[src/rtl/cla_pkg.sv]
// rtl/cla_pkg.sv - shared entry type and helpers for the CLA result FIFO
package cla_pkg;

  localparam int CLA_W = 8;

  typedef struct packed {
    logic             sub;
    logic             z;
    logic             cy;
    logic [CLA_W-1:0] sum;
  } cla_res_t;

  function automatic logic is_zero(input logic [CLA_W-1:0] v);
    return (v == '0);
  endfunction

endpackage

[src/rtl/cla_res_mem.sv]
// rtl/cla_res_mem.sv - result storage, one sync write port and one async read port, no reset
module cla_res_mem #(
  parameter  int DEPTH = 8,
  parameter  int W     = 11,
  localparam int AW    = $clog2(DEPTH)
) (
  input  logic          clk,
  input  logic          we,
  input  logic [AW-1:0] waddr,
  input  logic [W-1:0]  wdata,
  input  logic [AW-1:0] raddr,
  output logic [W-1:0]  rdata
);

  logic [W-1:0] mem [DEPTH];

  always_ff @(posedge clk) begin
    if (we) begin
      mem[waddr] <= wdata;
    end
  end

  assign rdata = mem[raddr];

endmodule

[src/rtl/cla_result_fifo.sv]
// rtl/cla_result_fifo.sv - flagged result queue behind the CLA add/sub stage
// Optional drop counter built when CLA_RESULT_FIFO_DROP_CNT_EN is defined.
module cla_result_fifo
  import cla_pkg::*;
#(
  parameter int WIDTH = CLA_W,
  parameter int DEPTH = 8
) (
  input  logic                     clk,
  input  logic                     rst,
  input  logic                     in_valid,
  input  logic [WIDTH:0]           in_res,
  input  logic                     in_sub,
  output logic                     out_valid,
  input  logic                     out_ready,
  output logic [WIDTH-1:0]         out_sum,
  output logic                     out_cy,
  output logic                     out_z,
  output logic                     out_sub,
  output logic [$clog2(DEPTH):0]   level,
  output logic                     drop_err,
  input  logic                     clr_err,
  output logic [7:0]               drop_cnt
);

  localparam int AW = $clog2(DEPTH);
  localparam int LW = AW + 1;

  if (WIDTH != CLA_W) begin : g_width_chk
    $error("cla_result_fifo: WIDTH must equal cla_pkg::CLA_W");
  end

  logic [AW-1:0] wr_ptr;
  logic [AW-1:0] rd_ptr;
  logic [LW-1:0] level_q;
  logic          primed;
  logic          drop_err_q;
  logic          full;
  logic          push;
  logic          pop;
  logic          drop;
  cla_res_t      wr_ent;
  cla_res_t      rd_ent;
  cla_res_t      head;

  assign full      = (level_q == LW'(DEPTH));
  assign out_valid = (level_q != '0);
  assign pop       = out_valid && out_ready;
  assign push      = in_valid && (!full || pop);
  assign drop      = in_valid && full && !pop;

  always_comb begin
    wr_ent     = '0;
    wr_ent.sub = in_sub;
    wr_ent.z   = is_zero(in_res[WIDTH-1:0]);
    wr_ent.cy  = in_res[WIDTH];
    wr_ent.sum = in_res[WIDTH-1:0];
  end

  cla_res_mem #(
    .DEPTH (DEPTH),
    .W     ($bits(cla_res_t))
  ) u_mem (
    .clk   (clk),
    .we    (push),
    .waddr (wr_ptr),
    .wdata (wr_ent),
    .raddr (rd_ptr),
    .rdata (rd_ent)
  );

  always_ff @(posedge clk or posedge rst) begin
    if (rst) begin
      wr_ptr  <= '0;
      rd_ptr  <= '0;
      level_q <= '0;
      primed  <= 1'b0;
    end else begin
      if (push) begin
        wr_ptr <= wr_ptr + AW'(1);
        primed <= 1'b1;
      end
      if (pop) begin
        rd_ptr <= rd_ptr + AW'(1);
      end
      case ({push, pop})
        2'b10:   level_q <= level_q + LW'(1);
        2'b01:   level_q <= level_q - LW'(1);
        default: level_q <= level_q;
      endcase
    end
  end

  always_ff @(posedge clk or posedge rst) begin
    if (rst) begin
      drop_err_q <= 1'b0;
    end else if (clr_err) begin
      drop_err_q <= 1'b0;
    end else if (drop) begin
      drop_err_q <= 1'b1;
    end
  end

`ifdef CLA_RESULT_FIFO_DROP_CNT_EN
  logic [7:0] drop_cnt_q;

  always_ff @(posedge clk or posedge rst) begin
    if (rst) begin
      drop_cnt_q <= 8'd0;
    end else if (clr_err) begin
      drop_cnt_q <= 8'd0;
    end else if (drop && drop_cnt_q != 8'hFF) begin
      drop_cnt_q <= drop_cnt_q + 8'd1;
    end
  end

  assign drop_cnt = drop_cnt_q;
`else
  assign drop_cnt = 8'd0;
`endif

  // Storage is never reset, so the head reads zero until something has been written.
  assign head     = primed ? rd_ent : '0;
  assign out_sum  = head.sum;
  assign out_cy   = head.cy;
  assign out_z    = head.z;
  assign out_sub  = head.sub;
  assign level    = level_q;
  assign drop_err = drop_err_q;

endmodule
[config.mk]
export PLATFORM = sky130hd
export DESIGN_NAME = cla_result_fifo
export DESIGN_NICKNAME = d
export VERILOG_FILES = /design/src/rtl/cla_pkg.sv /design/src/rtl/cla_res_mem.sv /design/src/rtl/cla_result_fifo.sv
export SDC_FILE = /design/constraint.sdc
export NUM_CORES = 1
export LEC_CHECK = 0
export BUFFER_PORTS_ARGS = -buffer_cell sky130_fd_sc_hd__buf_2
export CAP_MARGIN = 5
export CORE_MARGIN = 1.5
export CORE_UTILIZATION = 40
export DETAILED_ROUTE_END_ITERATION = 10
export GPL_TIMING_DRIVEN = 0
export SYNTH_ARGS = -nofsm -noshare
export SYNTH_HDL_FRONTEND = slang
export SYNTH_HIERARCHICAL = 1
export SYNTH_SLANG_ARGS = --single-unit
[constraint.sdc]
create_clock -name clk -period 2.5 [get_ports clk]
set_input_delay 0.75 -clock clk [delete_from_list [all_inputs] [get_ports clk]]
set_output_delay 0.75 -clock clk [all_outputs]
set_load 0.05 [all_outputs]
Word level (Yosys, flattened, before mapping):

Memories as Yosys holds them, arrays and structs flattened.
Cells that the tools add are included.

* bits in registers: 12
* RAM bits: 88
* input bits: 15
* output and inout bits: 25
* logic and storage cells: 30
* memories: 1

Memories
* u_mem.mem: words 8, width 11, rd ports 1, clocked after Yosys merged registers in 0, wr ports 1, RTL line cla_res_mem.sv:15 `logic [W-1:0] mem [DEPTH];`

* $add $sub $neg: 4
* equal/unequal tests: 3
* multiplexer cells: 6
* reductions and logical operators: 11

Operators by type and width (count)
* $mux W11: 1
* $logic_not A8 Y1: 1
* $pmux W4 S2: 1
* $add A3 B1 Y3 const B: 2
* $add A4 B1 Y4 const B: 1
* $eq A4 B4 Y1 const B: 1
* $logic_and A1 B1 Y1: 4
* $mux W1: 4
* $reduce_bool A2 Y1: 2
* $reduce_bool A4 Y1: 1
* $sub A4 B1 Y4 const B: 1
* $eq A2 B1 Y1 const B: 1
* $eq A2 B2 Y1 const B: 1
* $logic_not A1 Y1: 2
* $logic_or A1 B1 Y1: 1

Logic depth before layout (Yosys ltp):

Gate-level depths: netlist of the first run.

* depth after elaboration: 6
* depth in mapped cells: 8

Cells and area by module:

Netlist of the first run, hierarchy kept.

Modules (own cells, without submodules)
* cla_res_mem: times used 1, cells an instance 139, area an instance 3437.0 um2, sequential area each 2642.5 um2
* cla_result_fifo: times used 1, cells an instance 84, area an instance 837.1 um2, sequential area each 300.3 um2

Worst setup path after synthesis of the first run:

Ideal clock, no wire load.

* kind: register -> register
* from: register level_q[2] (netlist: level[2])
* to: register level_q[3] (netlist: level[3])
* setup time: 131 ps
* data arrival time: 2771 ps
* slack: -402 ps
* stages on the path, launching flop included: 9
* buffers on the path: 0
* clock period less this slack: 2902 ps
* path through: dfrtp_1 > or4_4 > nand2_4 > inv_1 > ha_1 > ha_1 > or4b_1 > o311ai_1 > o211ai_1

* word-level cells in the longest chain between the ends: 6
* elaborated cells on any way between the ends: 12
* classes of those cells: add/sub: 2; eq/ne: 3; mux: 1; reduce/logical: 6

Ends and longest elaborated chain
* start, declared: RTL line cla_result_fifo.sv:35 `logic [LW-1:0] level_q;`
* start signal, assigned: RTL line cla_result_fifo.sv:87 `2'b10: level_q <= level_q + LW'(1);`
* start signal, assigned: RTL line cla_result_fifo.sv:88 `2'b01: level_q <= level_q - LW'(1);`
* start signal, assigned: RTL line cla_result_fifo.sv:89 `default: level_q <= level_q;`
* $reduce_bool A4 Y1 (*): RTL line cla_result_fifo.sv:47 `assign out_valid = (level_q != '0);`
* via out_valid: RTL line cla_result_fifo.sv:14 `output logic out_valid,`
* $logic_and A1 B1 Y1 (*): RTL line cla_result_fifo.sv:48 `assign pop = out_valid && out_ready;`
* via pop: RTL line cla_result_fifo.sv:40 `logic pop;`
* $logic_or A1 B1 Y1: RTL line cla_result_fifo.sv:49 `assign push = in_valid && (!full || pop);`
* $logic_and A1 B1 Y1: RTL line cla_result_fifo.sv:49
* $eq A2 B1 Y1 / $eq A2 B2 Y1 (equally long branches): RTL line cla_result_fifo.sv:86 `case ({push, pop})`
* $pmux W4 S2 / $reduce_bool A2 Y1 (equally long branches)

The timed path passes the listed nets; every way through them passes the cells marked *.
A chain may end at the register's enable or synchronous reset.

==> results of run 1 <==
metal layers:
| layer | global-route usage | vias to the layer above | share of wire |
|---|---|---|---|
| met3 | 0.0258 | 9 | 0.036 |
| met1 | 0.216 | 1090 | 0.48 |
| met5 | 0 | - | 0 |
| met2 | 0.245 | 48 | 0.47 |
| met4 | 0.0666 | 0 | 0.016 |
| li1 | - | 976 | - |
cell families after synthesis:
logic type	Yosys count	synth area share
AOI/OAI and AO/OA	9	0.0149
xor gates and xnor gates	6	0.0123
adders and majority gates	6	0.0193
buffers and inverters	22	0.0302
and+or+nand+nor	42	0.0585
other	1	0.000877
DFF	100	0.689
muxes	37	0.175
how the worst min path moves through the flow:
stage	endpoint	slack, ns	depth (start not counted)	from
final	rd_ptr[2]	0.40	2	rst
after CTS	rd_ptr[2]	0.40	2	rst
after global placement	drop_err	0.48	2	drop_err
after global routing	rd_ptr[1]	0.43	2	rst
after detailed placement	drop_err	0.48	2	drop_err
after floorplan	primed	0.45	1	primed
placed cells by master (no fill, tap or decap), drive strengths merged, types with 7 or more instances in the layout:
cell type / count
inv: 7
clkbuf: 11
dfrtp: 12
mux2: 14
and2: 11
edfxtp: 88
nor2: 9
conb: 8
mux4: 22
buf: 52
final cells by class:
| cell class | count | share of cell area |
|---|---|---|
| clock inverters | 5 | 0.0202 |
| plain buffers | 14 | 0.0215 |
| inverters | 7 | 0.00518 |
| multi-input cells | 108 | 0.250 |
| flip-flops and latches | 100 | 0.581 |
| repair buffers | 40 | 0.0641 |
| clock buffers | 9 | 0.0244 |
| well taps | 136 | 0.0335 |
flip-flops by register name, summed over array words and instances, names as in the netlist:
name / cells
drop_err: 1
level: 4
primed: 1
rd_ptr: 3
u_mem/mem: 88
wr_ptr: 3
where the power goes:
group	internal [mW]	switching (mW)	leakage (nW)	total, mW
logic	1.43	1.64	0.767	3.07
clock network	0.652	0.506	0.113	1.16
registers	2.13	0.182	0.943	2.31
total	4.21	2.33	1.82	6.54
through the flow:
step | cell area, sq um | setup TNS [ns]
after CTS | 5080 | -4.16
after detailed placement | 4690 | -26.69
final | 5070 | -3.69
after global routing | 5070 | -4.49
after global placement | 4660 | -42.36
after floorplan | 4330 | -0.101
timing repair:
item,4_1_cts,5_1_grt
setup endpoints to repair,44,34
setup buffers,5,3
resized for setup,67,8
cloned,1,0
==> flow_summary.yaml, run 1 <==
critical_path:
  cp-startpoint: "rd_ptr[0]"
  cp-end-kind: "output port"
  critPathSlowestCell: "mux4_1"
  cp_num_cells: 5
  max_stage_delay_ns: 0.57
  setup.reg_to_reg.worst_slack_ns: 0.08
  reg2reg_depth: 8
  crit_arrival_ns: 2.12
  critical_path.top_delay_family: "multiplexers"
  crit_end: "out_z"
  critPathKind: "register to output port"
  critPathBufInv: 2
  crit_path_cell_trace: "buf_12, mux4_1, mux2_4, and2_4, buf_8"
  crit_fanout: 10
  worstPathRequired_ns: 1.75
  r2r_start: "level[1]"
  reg2reg_to: "level[3]"
  start_kind: "register"
floorplanning:
  pin_count: 40
  design.core.area_sq_mm: 0.0103
  die_height_um: 106
  dieArea_sq_mm: 0.0113
  chipWidth_um: 106
  start_util: 0.414
  num_rows: 37
synth:
  ys_warn_count: 6
  async_flop_share: 0.120
  ys_seq_area_frac: 0.689
  yosysMostFrequentCell: "edfxtp_1"
  syn_inst: 223
  synth_top_area_share: 0.618
  synth-edff-count: 88
  synth_area_sq_mm: 0.00427
  yosys.area.top_type: "edfxtp_1"
  synth_cell_types: 40
  syn_avg_cell_area_sq_um: 19.2
  yosys-top-cells-count: "edfxtp_1, mux4_1, dfrtp_1, and2_1, mux2_2"
  synthFlopType: "edfxtp_1"
  ys_top_cells_by_area: "edfxtp_1, mux4_1, dfrtp_1, mux2_2, and2_1"
  synth_seq_cells: 100
hold_path:
  hp-class: "input pin to async pin"
global_route:
  grt_max_degree: 16
  overflow: 0
  grt_usage: 0.156
  grt_pass1_vias: 2187
  grt_pass1_wl_mm: 12.6
  antenna_found_initial: 0
timing:
  setup_ws_ns: -0.370
  fin_crit_sh: 1.15
  worst_clock_skew_ns: 0.0118
  slew_violations: 0
  hold_viol: 0
  fmax_ghz: 0.348
  relSlewSlack: 0.465
  fin_crit_ns: 2.87
  finalSetupViolations: 11
  fin_hold_ws_ns: 0.397
  tightest_slew_ns: 0.801
  rsz0062_at_grt: "yes"
cells_and_area:
  area_delta_synth_final_pct: 18.7
  num_antenna_cells: 0
  regArea_sq_mm: 0.00295
  multi_input_area_sq_mm: 0.00127
  layout-drive-gt1-share: 0.442
  fin_util: 0.491
  final_cell_count_no_fill: 419
  nets: 301
  fillers: 872
cts:
  cts_inserted_buffers: 9
  cts_tree: "yes"
  clk_latency_ns: 0.36
  clk_pin_slew_worst_paths_ns: 0.08
  ctsRootBufferMaster: "clkbuf_8"
  ctsHoldBuffers: 0
  cts_buffer_depth: 2
  htreeDepth: 3
  clock-sinks: 100
power:
  powerDensity_mw_per_mm2: 1290
  ir_worst_vdd_mv: 0.869
  p_leak_nw: 1.82
  p_total_mw: 6.54
outcome:
  status: "finished, violations left"
  violations: "setup timing"
placement:
  gp_congestion: 0.703
  port_buffers: 31
  dp_cells: 399
  dp_slack_ns: -0.392
  dp_hpwl_mm: 5.02
route:
  ant_nets: 0
  drc: 0
  firstDrtPassIters: 4
  vias: 2123
  routed_wl_mm: 8.15
  routedWlPerCell_um: 19.4
  drt_iter0_markers: 86
  vias_per_cell: 5.07
job:
  cap_violations: 0
Note: power is estimated with default switching activity, not from simulation.
==> inputs of run 2 (changes only) <==
CELL_PAD_IN_SITES_DETAIL_PLACEMENT = 0   (was default)
CELL_PAD_IN_SITES_GLOBAL_PLACEMENT = 1   (was default)
PLACE_DENSITY_LB_ADDON = 0.1   (was default)
==> flow_summary.yaml, run 2 (synthesis results as in run 1) <==
power:
  powerDensity_mw_per_mm2: 1260
  ir_worst_vdd_mv: 0.592
  p_leak_nw: 1.83
timing:
  relSlewSlack: 0.516
  tightest_slew_ns: 0.724
  slew_violations: 0
  finalSetupViolations: 11
  worst_clock_skew_ns: 0.00746
  rsz0062_at_grt: "yes"
  fin_crit_sh: 1.15
  fin_hold_ws_ns: 0.403
  fin_crit_ns: 2.89
  hold_viol: 0
  setup_ws_ns: -0.386
  fmax_ghz: 0.346
  tns_ns: -3.81
route:
  vias_per_cell: 4.97
  routed_wl_mm: 8.75
  ant_nets: 0
  drt_iter0_markers: 102
  vias: 2154
  firstDrtPassIters: 4
  routedWlPerCell_um: 20.2
  drc: 0
cts:
  htreeDepth: 3
  clock-sinks: 100
  clk_pin_slew_worst_paths_ns: 0.09
  ctsHoldBuffers: 0
  clk_latency_ns: 0.35
  cts_tree: "yes"
  cts_inserted_buffers: 9
  ctsRootBufferMaster: "clkbuf_8"
  cts_buffer_depth: 2
cells_and_area:
  regMostFlops: "u_mem/mem"
  mostFrequentLayoutCells: "edfxtp_1, mux4_2, buf_2"
  area_delta_synth_final_pct: 19.1
  fin_area_sq_mm: 0.00509
  layout-drive-gt1-share: 0.455
  num_antenna_cells: 0
  largest_reg_flops: 88
  nets: 313
  fillers: 889
  final_common_cell: "edfxtp_1"
floorplanning:
  pin_count: 40
  design.core.area_sq_mm: 0.0103
  start_util: 0.414
  chipWidth_um: 106
  num_rows: 37
  dieArea_sq_mm: 0.0113
  die_height_um: 106
global_route:
  grt_usage: 0.170
  grt_pass1_vias: 2286
  antenna_found_initial: 0
  grt_pass1_wl_mm: 13.8
  overflow: 0
  grt_max_degree: 17
critical_path:
  crit_fanout: 5
  worstPathRequired_ns: 1.75
  setup.reg_to_reg.worst_slack_ns: 0.11
  reg2reg_depth: 8
  cp-end-kind: "output port"
  reg2reg_to: "level[3]"
  crit_arrival_ns: 2.14
  start_kind: "register"
  r2r_start: "level[3]"
  critPathKind: "register to output port"
placement:
  placed_cell_area_sq_mm: 0.00474
  dp_hpwl_mm: 5.56
  gp_congestion: 0.699
  port_buffers: 31
outcome:
  violations: "setup timing"
  status: "finished, violations left"
job:
  cap_violations: 0
hold_path:
  hp-class: "input pin to async pin"
## run 2: changes by cell type in the layout (fill, tap and decap cells not counted), moves of 2 or more
cell	before	now
clkinvlp_4	0	2
mux4_2	14	22
mux2_4	4	7
and2_4	10	5
buf_6	12	19
and2_1	1	6
nor2_1	3	9
buf_8	4	2
mux2_2	8	5
mux4_1	8	0
nor2_2	6	0
bufinv_16	3	0
buf_4	14	20
## run 2: stage by stage
step                instances  power, mW  utilization  worst slack (ns)
floorplan                 230       4.20            -            -0.101
global route              433       6.73        0.493            -0.451
finish                    433       6.40        0.493            -0.386
global placement          397       4.82        0.451             -1.07
CTS                       429       6.52        0.493            -0.409
detailed placement        405       4.88        0.460            -0.413
## run 2: how the worst max path moves through the flow
stage                     cells after the start  slack (ns)         endpoint      start
after floorplan                               8       -0.10         level[3]   level[1]
after global placement                        6       -1.07  u_mem/mem[4][4]  out_ready
after detailed placement                      5       -0.41           out_cy  rd_ptr[2]
after CTS                                     6       -0.41            out_z  rd_ptr[0]
after global routing                          6       -0.45       out_sum[6]  rd_ptr[0]
final                                         6       -0.39          out_sub  rd_ptr[0]
## run 2: timing repair
action | 4_1_cts | 5_1_grt
buffers inserted | 6 | 6
cloned | 2 | 0
pin swaps | 1 | 3
resized for setup | 72 | 2
endpoints found under the setup margin | 11 | 12
## run 2: report_power, final
group	internal [mW]	switching (mW)	leakage (nW)
combinational	1.48	1.68	0.803
sequential	2.13	0.185	0.943
clock	0.391	0.538	0.0855
total	4.00	2.40	1.83
## run 2: routing by layer
metal / vias to the layer above / GRT usage / routed length, um / share of wire
met5: - / 0 / 0 / 0
met4: 0 / 0.0608 / 91 / 0.010
met3: 8 / 0.0221 / 289 / 0.033
met2: 44 / 0.258 / 4150 / 0.47
met1: 1110 / 0.253 / 4230 / 0.48
li1: 992 / - / - / -
## run 2: area by class of cell
class                      instances  area, sq um  share of cell area
buffer                            15          129              0.0253
clock buffer                      11          141              0.0278
clock inverter                     5         37.5             0.00738
inverter                           7         26.3             0.00516
multi-input combinational        108         1220               0.239
sequential                       100         2950               0.580
tap                              136          170              0.0334
timing repair buffer              51          419              0.0824
## run 2: worst max-delay path, cell delays in order (launching register included)
cell	delay, ns
dfrtp_2	0.44
buf_6	0.14
buf_12	0.12
mux4_2	0.50
mux2_4	0.27
and2_4	0.17
buf_8	0.14
==> inputs of run 3 (changes only) <==
ABC_AREA = 1   (was default)
clock period = 2.68 ns   (was 2.5 ns; I/O delays follow)
==> flow_summary.yaml, run 3 <==
critical_path:
  cp_common_cell: "nand2_1"
  crit_path_cell_trace: "buf_6, buf_4, nand2_1, nand3_1, nand2_1, nand2_1, nand2_1, nand2_1, inv_1, buf_2"
  reg2reg_depth: 7
  max_stage_delay_ns: 0.39
  cp-startpoint: "rd_ptr[0]"
  critPathKind: "register to output port"
  r2r_start: "level[3]"
  crit_fanout: 10
  worstPathRequired_ns: 1.88
  start_kind: "register"
  reg2reg_to: "u_mem/mem[7][1]"
  critPathSlowestCell: "dfrtp_1"
  crit_end: "out_cy"
  setup.reg_to_reg.worst_slack_ns: 0.35
  cp-end-kind: "output port"
  crit_arrival_ns: 1.79
global_route:
  top_usage_layer: "met2"
  grt_usage: 0.184
  met3_usage: 0.0351
  overflow: 0
  grt_pass1_vias: 3118
  antenna_found_initial: 0
  grt_max_degree: 17
  grt_pass1_wl_mm: 17.0
  grt_use_met1: 0.258
  use_met2: 0.296
synth:
  yosys.area_share.simple: 0.220
  synth_area_sq_mm: 0.00478
  synthFlopType: "edfxtp_1"
  synth_top_family_by_area: "simple AND/OR/NAND/NOR gates"
  syn_inst: 511
  synth_seq_cells: 100
  synthMuxAreaShare: 0
  yosys.area.top_type: "edfxtp_1"
  synth_top_area_share: 0.553
  synth_cell_types: 26
  ys_seq_area_frac: 0.616
  synth-compound-area-share: 0.00524
  syn_avg_cell_area_sq_um: 9.35
  synth_xor_area_frac: 0.00917
  yosys-top-cells-count: "nand2_1, inv_1, edfxtp_1, nand3_1, dfrtp_1"
  ys_warn_count: 6
  synthAdderAreaFrac: 0.0173
  synth-edff-count: 88
  yosysMostFrequentCell: "nand2_1"
  ys_top_cells_by_area: "edfxtp_1, nand2_1, inv_1, dfrtp_1, nand3_1"
  async_flop_share: 0.120
route:
  drt_iter0_markers: 233
  ant_nets: 0
  firstDrtPassIters: 9
  routed_wl_mm: 10.9
  vias_per_cell: 4.50
  vias: 3220
  drc: 5
  routedWlPerCell_um: 15.2
timing:
  slew_violations: 0
  worst_clock_skew_ns: 0.00448
  finalSetupViolations: 0
  tightest_slew_ns: 1.33
  fin_crit_ns: 2.59
  tns_ns: 0
  fmax_ghz: 0.386
  setup_ws_ns: 0.0898
  fin_crit_sh: 0.966
  rsz0062_at_grt: "no"
  relSlewSlack: 0.110
  fin_hold_ws_ns: 0.481
  hold_viol: 0
floorplanning:
  dieArea_sq_mm: 0.0126
  pin_count: 40
  num_rows: 39
  die_height_um: 112
  design.core.area_sq_mm: 0.0115
  start_util: 0.415
  chipWidth_um: 112
cts:
  clk_latency_ns: 0.33
  ctsRootBufferMaster: "clkbuf_16"
  cts_inserted_buffers: 9
  cts_buffer_depth: 2
  htreeDepth: 3
  clk_pin_slew_worst_paths_ns: 0.07
  cts_tree: "yes"
  clock-sinks: 100
placement:
  dp_hpwl_mm: 7.24
  dp_slack_ns: -0.101
  gp_congestion: 0.762
  port_buffers: 31
  placed_cell_area_sq_mm: 0.00519
outcome:
  violations: "DRC"
  status: "finished, violations left"
cells_and_area:
  num_antenna_cells: 0
  fin_area_sq_mm: 0.00556
  layout-drive-gt1-share: 0.161
  final_common_cell: "nand2_1"
  nets: 588
  area_delta_synth_final_pct: 16.5
  mostFrequentLayoutCells: "nand2_1, inv_1, edfxtp_1"
  regMostFlops: "u_mem/mem"
  largest_reg_flops: 88
  fin_util: 0.483
power:
  ir_worst_vdd_mv: 0.544
  powerDensity_mw_per_mm2: 1150
  p_leak_nw: 2.74
job:
  cap_violations: 0
hold_path:
  hp-class: "input pin to async pin"
## run 3: cell types whose count changed in the layout (fill, tap and decap cells not counted), moves of 6 or more
cell / change
clkbuf_8: -10
clkbuf_16: +9
nand2_1: +180
buf_6: -8
inv_1: +109
and2_1: -6
mux4_2: -22
mux2_4: -7
nand3_1: +44
## run 3: layout make-up
cell class              count  area, sq um
clock buffers               9          225
multi-input cells         275         1230
clock inverters             7         66.3
plain buffers              24          203
well taps                 143          179
fillers                  1140         5950
flip-flops and latches    100         2940
repair buffers             38          259
inverters                 119          452
## run 3: routing by layer
layer  vias to the layer above  share of wire
met3                        11          0.046
met5                         -              0
met2                        55           0.47
met4                         0          0.012
li1                       1655              -
met1                      1499           0.47
## run 3: logic make-up after synthesis
| group | Yosys count |
|---|---|
| buf+inv | 143 |
| fa+ha+maj | 6 |
| simple gates | 251 |
| flops | 100 |
| compound gates | 5 |
| xor+xnor | 5 |
| other cells | 1 |
## run 3: worst min path at each step
| stage | from | endpoint | depth (start not counted) |
|---|---|---|---|
| finish | rst | drop_err | 2 |
| global placement | primed | primed | 2 |
| CTS | rst | drop_err | 2 |
| global route | rst | drop_err | 2 |
| detailed placement | primed | primed | 2 |
| floorplan | primed | primed | 2 |
## run 3: timing repair
| item | CTS | global route |
|---|---|---|
| hold buffers | 0 | 0 |
| buffers inserted | 0 | 1 |
| gates resized for setup | 11 | 14 |
| pin swaps | 0 | 0 |
| setup endpoints to repair | 11 | 11 |
## run 3: power by group
| part | internal (mW) | switching, mW | leakage, nW |
|---|---|---|---|
| Clock | 0.720 | 0.549 | 0.145 |
| Sequential | 1.94 | 0.139 | 0.940 |
| Combinational | 0.964 | 2.09 | 1.65 |
## run 3: metrics by stage
step	cells	power [mW]
6_report	715	6.40
3_5_place_dp	697	5.05
5_1_grt	715	6.83
3_3_place_gp	692	4.99
2_1_floorplan	518	4.24
4_1_cts	713	6.39
## run 3: critical path: cells and delay by family (launching register included)
| family | cells | cell delay, ns |
|---|---|---|
| buffers and inverters | 4 | 0.65 |
| AND/OR/NAND/NOR | 6 | 0.40 |
| flip-flops | 1 | 0.39 |
